## src/rtl/decode_stage.sv

```systemverilog
`default_nettype none
`timescale 1ns/1ps
// ============================================================================
//  Module   : decode_stage
//  Purpose  : Registered RV32I/RV64I instruction decode stage. It decodes
//             one instruction per cycle over valid/ready, holds results in a
//             2-entry skid buffer, supports flush, and counts delivered
//             illegal instructions with a saturating counter.
//  Revision : 1.0  initial release
// ============================================================================
module decode_stage #(
   parameter int XLEN     = 32,
   parameter int ENABLE_M = 1,
   parameter int PC_W     = 32,
   parameter int CNT_W    = 16,
   localparam int SHW     = (XLEN == 64) ? 6 : 5
) (
   input  logic             clock,
   input  logic             reset,
   input  logic             in_valid,
   output logic             in_ready,
   input  logic [31:0]      in_inst,
   input  logic [PC_W-1:0]  in_pc,
   input  logic             flush,
   output logic             out_valid,
   input  logic             out_ready,
   output logic [6:0]       out_opc,
   output logic [4:0]       out_rd,
   output logic [4:0]       out_rs1,
   output logic [4:0]       out_rs2,
   output logic [2:0]       out_func3,
   output logic [6:0]       out_func7,
   output logic [XLEN-1:0]  out_imm,
   output logic [SHW-1:0]   out_shamt,
   output logic [PC_W-1:0]  out_pc,
   output logic             out_illegal,
   output logic             out_is_muldiv,
   output logic [CNT_W-1:0] illegal_count
);

   // Major opcodes
   localparam logic [6:0] OPC_OP     = 7'b0110011;
   localparam logic [6:0] OPC_OPIMM  = 7'b0010011;
   localparam logic [6:0] OPC_JALR   = 7'b1100111;
   localparam logic [6:0] OPC_LOAD   = 7'b0000011;
   localparam logic [6:0] OPC_STORE  = 7'b0100011;
   localparam logic [6:0] OPC_BRANCH = 7'b1100011;
   localparam logic [6:0] OPC_LUI    = 7'b0110111;
   localparam logic [6:0] OPC_AUIPC  = 7'b0010111;
   localparam logic [6:0] OPC_JAL    = 7'b1101111;
   localparam logic [6:0] OPC_SYSTEM = 7'b1110011;

   // func7 values accepted on OP
   localparam logic [6:0] F7_BASE    = 7'b0000000;
   localparam logic [6:0] F7_ALT     = 7'b0100000;
   localparam logic [6:0] F7_MULDIV  = 7'b0000001;

   // One decoded instruction as held in either buffer entry
   typedef struct packed {
      logic [6:0]      opc;
      logic [4:0]      rd;
      logic [4:0]      rs1;
      logic [4:0]      rs2;
      logic [2:0]      func3;
      logic [6:0]      func7;
      logic [XLEN-1:0] imm;
      logic [SHW-1:0]  shamt;
      logic [PC_W-1:0] pc;
      logic            illegal;
      logic            muldiv;
   } dec_t;

   // Raw decode results (before illegal masking)
   logic [4:0]      w_rd;
   logic [4:0]      w_rs1;
   logic [4:0]      w_rs2;
   logic [2:0]      w_func3;
   logic [6:0]      w_func7;
   logic [31:0]     w_imm32;
   logic [XLEN-1:0] w_imm;
   logic [SHW-1:0]  w_shamt;
   logic            w_illegal;
   logic            w_muldiv;
   dec_t            w_dec;
   logic            w_accept;

   // Skid buffer state: M drives the outputs, S catches the overflow entry
   logic             m_valid_q, m_valid_d;
   logic             s_valid_q, s_valid_d;
   logic             in_ready_q, in_ready_d;
   dec_t             m_q, m_d;
   dec_t             s_q, s_d;
   logic [CNT_W-1:0] cnt_q, cnt_d;

   // Field extraction and legality check per major opcode
   always_comb begin
      w_rd      = '0;
      w_rs1     = '0;
      w_rs2     = '0;
      w_func3   = '0;
      w_func7   = '0;
      w_imm32   = '0;
      w_shamt   = '0;
      w_illegal = 1'b0;
      w_muldiv  = 1'b0;
      case (in_inst[6:0])
         OPC_OP: begin
            w_rd    = in_inst[11:7];
            w_rs1   = in_inst[19:15];
            w_rs2   = in_inst[24:20];
            w_func3 = in_inst[14:12];
            w_func7 = in_inst[31:25];
            if (in_inst[31:25] == F7_BASE) begin
               w_illegal = 1'b0;
            end else if (in_inst[31:25] == F7_ALT) begin
               // Only sub and sra exist in the alternate encoding
               w_illegal = (in_inst[14:12] != 3'b000) && (in_inst[14:12] != 3'b101);
            end else if ((in_inst[31:25] == F7_MULDIV) && (ENABLE_M != 0)) begin
               w_muldiv = 1'b1;
            end else begin
               w_illegal = 1'b1;
            end
         end
         OPC_OPIMM: begin
            w_rd    = in_inst[11:7];
            w_rs1   = in_inst[19:15];
            w_func3 = in_inst[14:12];
            w_imm32 = {{20{in_inst[31]}}, in_inst[31:20]};
            if ((in_inst[14:12] == 3'b001) || (in_inst[14:12] == 3'b101)) begin
               w_shamt = in_inst[20 +: SHW];
               // A 6-bit shift amount is meaningless on a 32-bit datapath
               if ((XLEN == 32) && in_inst[25]) begin
                  w_illegal = 1'b1;
               end
            end
         end
         OPC_JALR, OPC_LOAD: begin
            w_rd    = in_inst[11:7];
            w_rs1   = in_inst[19:15];
            w_func3 = in_inst[14:12];
            w_imm32 = {{20{in_inst[31]}}, in_inst[31:20]};
         end
         OPC_STORE: begin
            w_rs1   = in_inst[19:15];
            w_rs2   = in_inst[24:20];
            w_func3 = in_inst[14:12];
            w_imm32 = {{20{in_inst[31]}}, in_inst[31:25], in_inst[11:7]};
         end
         OPC_BRANCH: begin
            w_rs1   = in_inst[19:15];
            w_rs2   = in_inst[24:20];
            w_func3 = in_inst[14:12];
            w_imm32 = {{19{in_inst[31]}}, in_inst[31], in_inst[7],
                       in_inst[30:25], in_inst[11:8], 1'b0};
         end
         OPC_LUI, OPC_AUIPC: begin
            w_rd    = in_inst[11:7];
            w_imm32 = {in_inst[31:12], 12'b0};
         end
         OPC_JAL: begin
            w_rd    = in_inst[11:7];
            w_imm32 = {{11{in_inst[31]}}, in_inst[31], in_inst[19:12],
                       in_inst[20], in_inst[30:21], 1'b0};
         end
         OPC_SYSTEM: begin
            w_illegal = 1'b0;
         end
         default: begin
            w_illegal = 1'b1;
         end
      endcase
      // Compressed / non-32-bit encodings are not supported
      if (in_inst[1:0] != 2'b11) begin
         w_illegal = 1'b1;
      end
   end

   // Sign-extend the 32-bit immediate up to the datapath width
   generate
      if (XLEN > 32) begin : g_imm_wide
         assign w_imm = {{(XLEN-32){w_imm32[31]}}, w_imm32};
      end else begin : g_imm_narrow
         assign w_imm = w_imm32[XLEN-1:0];
      end
   endgenerate

   // Assemble the entry to capture; illegal ops keep only opcode and PC
   always_comb begin
      w_dec         = '0;
      w_dec.opc     = in_inst[6:0];
      w_dec.pc      = in_pc;
      w_dec.illegal = w_illegal;
      if (!w_illegal) begin
         w_dec.rd     = w_rd;
         w_dec.rs1    = w_rs1;
         w_dec.rs2    = w_rs2;
         w_dec.func3  = w_func3;
         w_dec.func7  = w_func7;
         w_dec.imm    = w_imm;
         w_dec.shamt  = w_shamt;
         w_dec.muldiv = w_muldiv;
      end
   end

   assign w_accept = in_valid & in_ready_q;

   // Skid buffer next state: M refills from S before new input, FIFO order
   always_comb begin
      m_valid_d = m_valid_q;
      s_valid_d = s_valid_q;
      m_d       = m_q;
      s_d       = s_q;
      cnt_d     = cnt_q;
      if (flush) begin
         // Flush wins over every handshake, including the output one
         m_valid_d = 1'b0;
         s_valid_d = 1'b0;
      end else begin
         if (m_valid_q && out_ready && m_q.illegal && !(&cnt_q)) begin
            cnt_d = cnt_q + 1'b1;
         end
         if (!m_valid_q || out_ready) begin
            if (s_valid_q) begin
               m_d       = s_q;
               m_valid_d = 1'b1;
               s_valid_d = w_accept;
               if (w_accept) begin
                  s_d = w_dec;
               end
            end else begin
               m_valid_d = w_accept;
               if (w_accept) begin
                  m_d = w_dec;
               end
            end
         end else if (w_accept) begin
            s_d       = w_dec;
            s_valid_d = 1'b1;
         end
      end
      in_ready_d = !s_valid_d;
   end

   // State registers with synchronous active-low reset
   always_ff @(posedge clock) begin
      if (!reset) begin
         m_valid_q  <= 1'b0;
         s_valid_q  <= 1'b0;
         in_ready_q <= 1'b0;
         m_q        <= '0;
         s_q        <= '0;
         cnt_q      <= '0;
      end else begin
         m_valid_q  <= m_valid_d;
         s_valid_q  <= s_valid_d;
         in_ready_q <= in_ready_d;
         m_q        <= m_d;
         s_q        <= s_d;
         cnt_q      <= cnt_d;
      end
   end

   assign in_ready      = in_ready_q;
   assign out_valid     = m_valid_q;
   assign out_opc       = m_q.opc;
   assign out_rd        = m_q.rd;
   assign out_rs1       = m_q.rs1;
   assign out_rs2       = m_q.rs2;
   assign out_func3     = m_q.func3;
   assign out_func7     = m_q.func7;
   assign out_imm       = m_q.imm;
   assign out_shamt     = m_q.shamt;
   assign out_pc        = m_q.pc;
   assign out_illegal   = m_q.illegal;
   assign out_is_muldiv = m_q.muldiv;
   assign illegal_count = cnt_q;

endmodule
`default_nettype wire

```

## config.mk

```make
export PLATFORM = sky130hd
export DESIGN_NAME = decode_stage
export DESIGN_NICKNAME = d
export VERILOG_FILES = /design/src/rtl/decode_stage.sv
export SDC_FILE = /design/constraint.sdc
export NUM_CORES = 1
export LEC_CHECK = 0
export BUFFER_PORTS_ARGS = -buffer_cell sky130_fd_sc_hd__buf_4
export CORE_MARGIN = 3
export CORE_UTILIZATION = 30
export CTS_CLUSTER_DIAMETER = 50
export DETAILED_ROUTE_END_ITERATION = 10
export PLACE_DENSITY = 0.56
export SLEW_MARGIN = 20
export SYNTH_ARGS = -nofsm -noshare
export SYNTH_HDL_FRONTEND = slang
export SYNTH_SLANG_ARGS = --single-unit
```

## constraint.sdc

```tcl
create_clock -name clock -period 2.62 [get_ports clock]
set_clock_uncertainty 0.05 [all_clocks]
set_input_delay 0.262 -clock clock [delete_from_list [all_inputs] [get_ports clock]]
set_output_delay 0.262 -clock clock [all_outputs]
set_load 0.01 [all_outputs]
```

==> impl_metrics.env <==
export IMPL_status="finished, final reports clean"
export IMPL_drt_pre_antenna_iters=4
export IMPL_crit_top_cell="buf_4"
export IMPL_dr_total_vias=8754
export IMPL_yosys_area_share_simple_pct=19.77
export IMPL_switchingPower_mw=2.146
export IMPL_critPathArrivalTime_ns=2.56
export IMPL_root_buffer="clkbuf_16"
export IMPL_grt_pass1_wl_um=46630
export IMPL_final_common_cell="dfxtp_1"
export IMPL_yosys_warnings=0
export IMPL_path_cells="dlygate4sd3_1 > buf_4 > or3_2 > nor2_2 > nand4_1 > buf_4 > o22ai_1"
export IMPL_min_path_type="input port to register"
export IMPL_start_util_pct=30.60
export IMPL_clkTransAtPathRegs_ns=0.06
export IMPL_cp_required_ns=2.99
export IMPL_synth_top_flop_cell="dfxtp_1"
export IMPL_slew_violations=0
export IMPL_portBuffers=189
export IMPL_finalPower_mw=8.838
export IMPL_ctsLongestPathBuffers=3
export IMPL_hpwl_um=19010
export IMPL_slowest_stage="or3_2"
export IMPL_async_reset_ff_share_pct=0
export IMPL_viasPerCell=5.107
export IMPL_cts_tree="yes"
export IMPL_synth_distinct_cells=68
export IMPL_drc_errors=0
export IMPL_setup_tns_ns=0
export IMPL_die_y_um=183.1
export IMPL_core_area_um2=30750
export IMPL_placedCellCount=1607
export IMPL_synthTopCellsByArea="dfxtp_1, nand2_1, a21oi_1"
export IMPL_cp_max_fo=24
export IMPL_seq_area_frac_synth_pct=47.87
export IMPL_antenna_cells=0
export IMPL_min_period_over_period_pct=83.57
export IMPL_post_cts_setup_buffers=0
export IMPL_synthCells=1087
export IMPL_wl_um=29510
export IMPL_grt_pass1_vias=8356
export IMPL_final_cell_mix="dfxtp_1, buf_4, nand2_1"
export IMPL_setup_slack_ns=0.4305
export IMPL_die_area_um2=33520
export IMPL_tightestPinTransition_ns=0.9960
export IMPL_power_internal_mw=6.692
export IMPL_cts_inserted_buffers=36
export IMPL_die_w_um=183.1
export IMPL_critPathCaptureType="register"
export IMPL_clock_sinks=225
export IMPL_synth_edff_count=0
export IMPL_syn2layout_area_growth_pct=36.24
export IMPL_synth_xor_area_share_pct=1.210
export IMPL_grt_setup_unrepaired="false"
export IMPL_yosysTopAreaCellShare_pct=47.87
export IMPL_whs_ns=0.01719
export IMPL_ios=190
export IMPL_drt_initial_drc_count=501
export IMPL_drive_gt1_share_pct=23.07
export IMPL_synth_top_family_by_area="compound AO/OA/AOI/OAI gates"
export IMPL_h_tree_depth=2
export IMPL_row_count=64
export IMPL_syn_nets=1157
export IMPL_min_period_ns=2.189
export IMPL_ir_worst_vdd_v=0.0005753
export IMPL_clockPowerShare_pct=53.5
export IMPL_finalHoldViolCount=0
export IMPL_swShare_pct=24.28
export IMPL_p_leak_nw=4.936
export IMPL_grt_max_degree=81
export IMPL_max_slew_margin_rel_pct=33.20
export IMPL_antenna_found_initial=0
export IMPL_setup_violations=0
export IMPL_path_class="input port to register"
export IMPL_clk_latency_ns=0.51
export IMPL_fin_nets=1360
export IMPL_avgRoutedWirePerCell_um=17.22
export IMPL_fillCellCount=3180
export IMPL_p_comb_share_pct=6.8
export IMPL_synth_top_area_cell="dfxtp_1"
export IMPL_synth_avg_cell_area_um2=8.656
export IMPL_overflow=0
export IMPL_p_seq_share_pct=39.7
export IMPL_critPathLaunchType="input port"
export IMPL_fmax_mhz=456.7
export IMPL_gp_congestion=0.7722
export IMPL_p_per_area_nw_per_um2=689.4
export IMPL_synthMuxAreaShare_pct=4.056
export IMPL_pre_cts_ws_ns=0.1858
export IMPL_grt_total_usage_pct=17.05
export IMPL_final_cells=1714
export IMPL_synth_compound_area_share_pct=22.47
export IMPL_synthAdderAreaFrac_pct=0.2394
export IMPL_syn_cell_area_um2=9409
export IMPL_ant_nets=0
export IMPL_critPathMaxStageDelay_ns=0.62
export IMPL_max_cap_viol_count=0
export IMPL_synth_seq_cells=225
==> cells by family (layout without fill, tap and decap cells) <==
family,Yosys count,count (layout)
adder cells (fa/ha/maj),2,2
AO/OA/AOI/OAI,330,330
XOR/XNOR,13,13
AND/OR/NAND/NOR,380,380
buffers and inverters,99,330
flip-flops,225,225
multiplexers,38,38
==> critical path, delay by kind of cell <==
kind                   cells  cell delay (ns)
AO/OA/AOI/OAI              1             0.23
AND/OR/NAND/NOR            3             1.09
buffers and inverters      3             0.98
==> power groups by stage <==
stage	combinational (mW)	clock (mW)	sequential (mW)
final	0.600	4.73	3.51
after global routing	0.656	5.02	3.52
after floorplan	0.243	0	3.60
after CTS	0.605	4.85	3.51
after global placement	0.553	0	3.58
after detailed placement	0.555	0	3.58
==> through the flow <==
step	instance area, µm²	util (%)
after floorplan	9409	-
after global placement	11200	36.43
after detailed placement	11200	36.43
after CTS	12820	41.69
after global routing	12820	41.69
final	12820	41.69
==> flip-flops by register name, indices dropped and copies added, names as in the netlist <==
name / cells
s_q: 103
out_imm: 32
out_pc: 32
illegal_count: 16
out_func7: 7
out_opc: 7
out_rd: 5
out_rs1: 5
out_rs2: 5
out_shamt: 5
out_func3: 3
in_ready: 1
out_illegal: 1
out_is_muldiv: 1
out_valid: 1
s_valid_q: 1
==> layout make-up <==
cell class / instances / area, µm² / area share (%)
timing repair buffer: 258 / 2064 / 16.11
clock inverter: 21 / 207.7 / 1.620
sequential: 225 / 4508 / 35.17
inverter: 6 / 25.02 / 0.1952
multi-input combinational: 763 / 4521 / 35.27
tap: 396 / 495.5 / 3.865
clock buffer: 45 / 997.2 / 7.779
==> final timing paths <==
kind | startpoint | to | slack [ns] | cells after the start
max | flush | out_imm[7] | 0.43 | 7
min | in_inst[9] | s_q[41] | 0.02 | 3
min reg2reg | s_q[36] | s_q[36] | 0.39 | 2
max reg2reg | in_ready | out_imm[7] | 0.49 | 6
==> synth_stat cells (12+ instances only) <==
cell type  instances
nor2_1            66
a32oi_1           13
buf_2             14
nand3_1           23
a211oi_1          39
a22o_1            34
dfxtp_1          225
o21ai_0           92
and2_1            16
nand2_1          173
a21oi_1          100
xnor2_1           12
mux2i_1           37
and3_1            32
clkbuf_1          72
==> per-layer routing <==
metal	track usage (%)	wire length, µm	vias to the layer above
li1	-	-	4320
met5	0	0	-
met3	4.185	1856	44
met4	4.357	568	0
met1	23.00	13490	4160
met2	27.54	13600	230
==> repair_timing <==
action,in CTS,in global routing
hold endpoints to repair,47,0
gates resized for setup,0,0
hold buffers,41,0
Note: power is estimated with default switching activity, not from simulation.
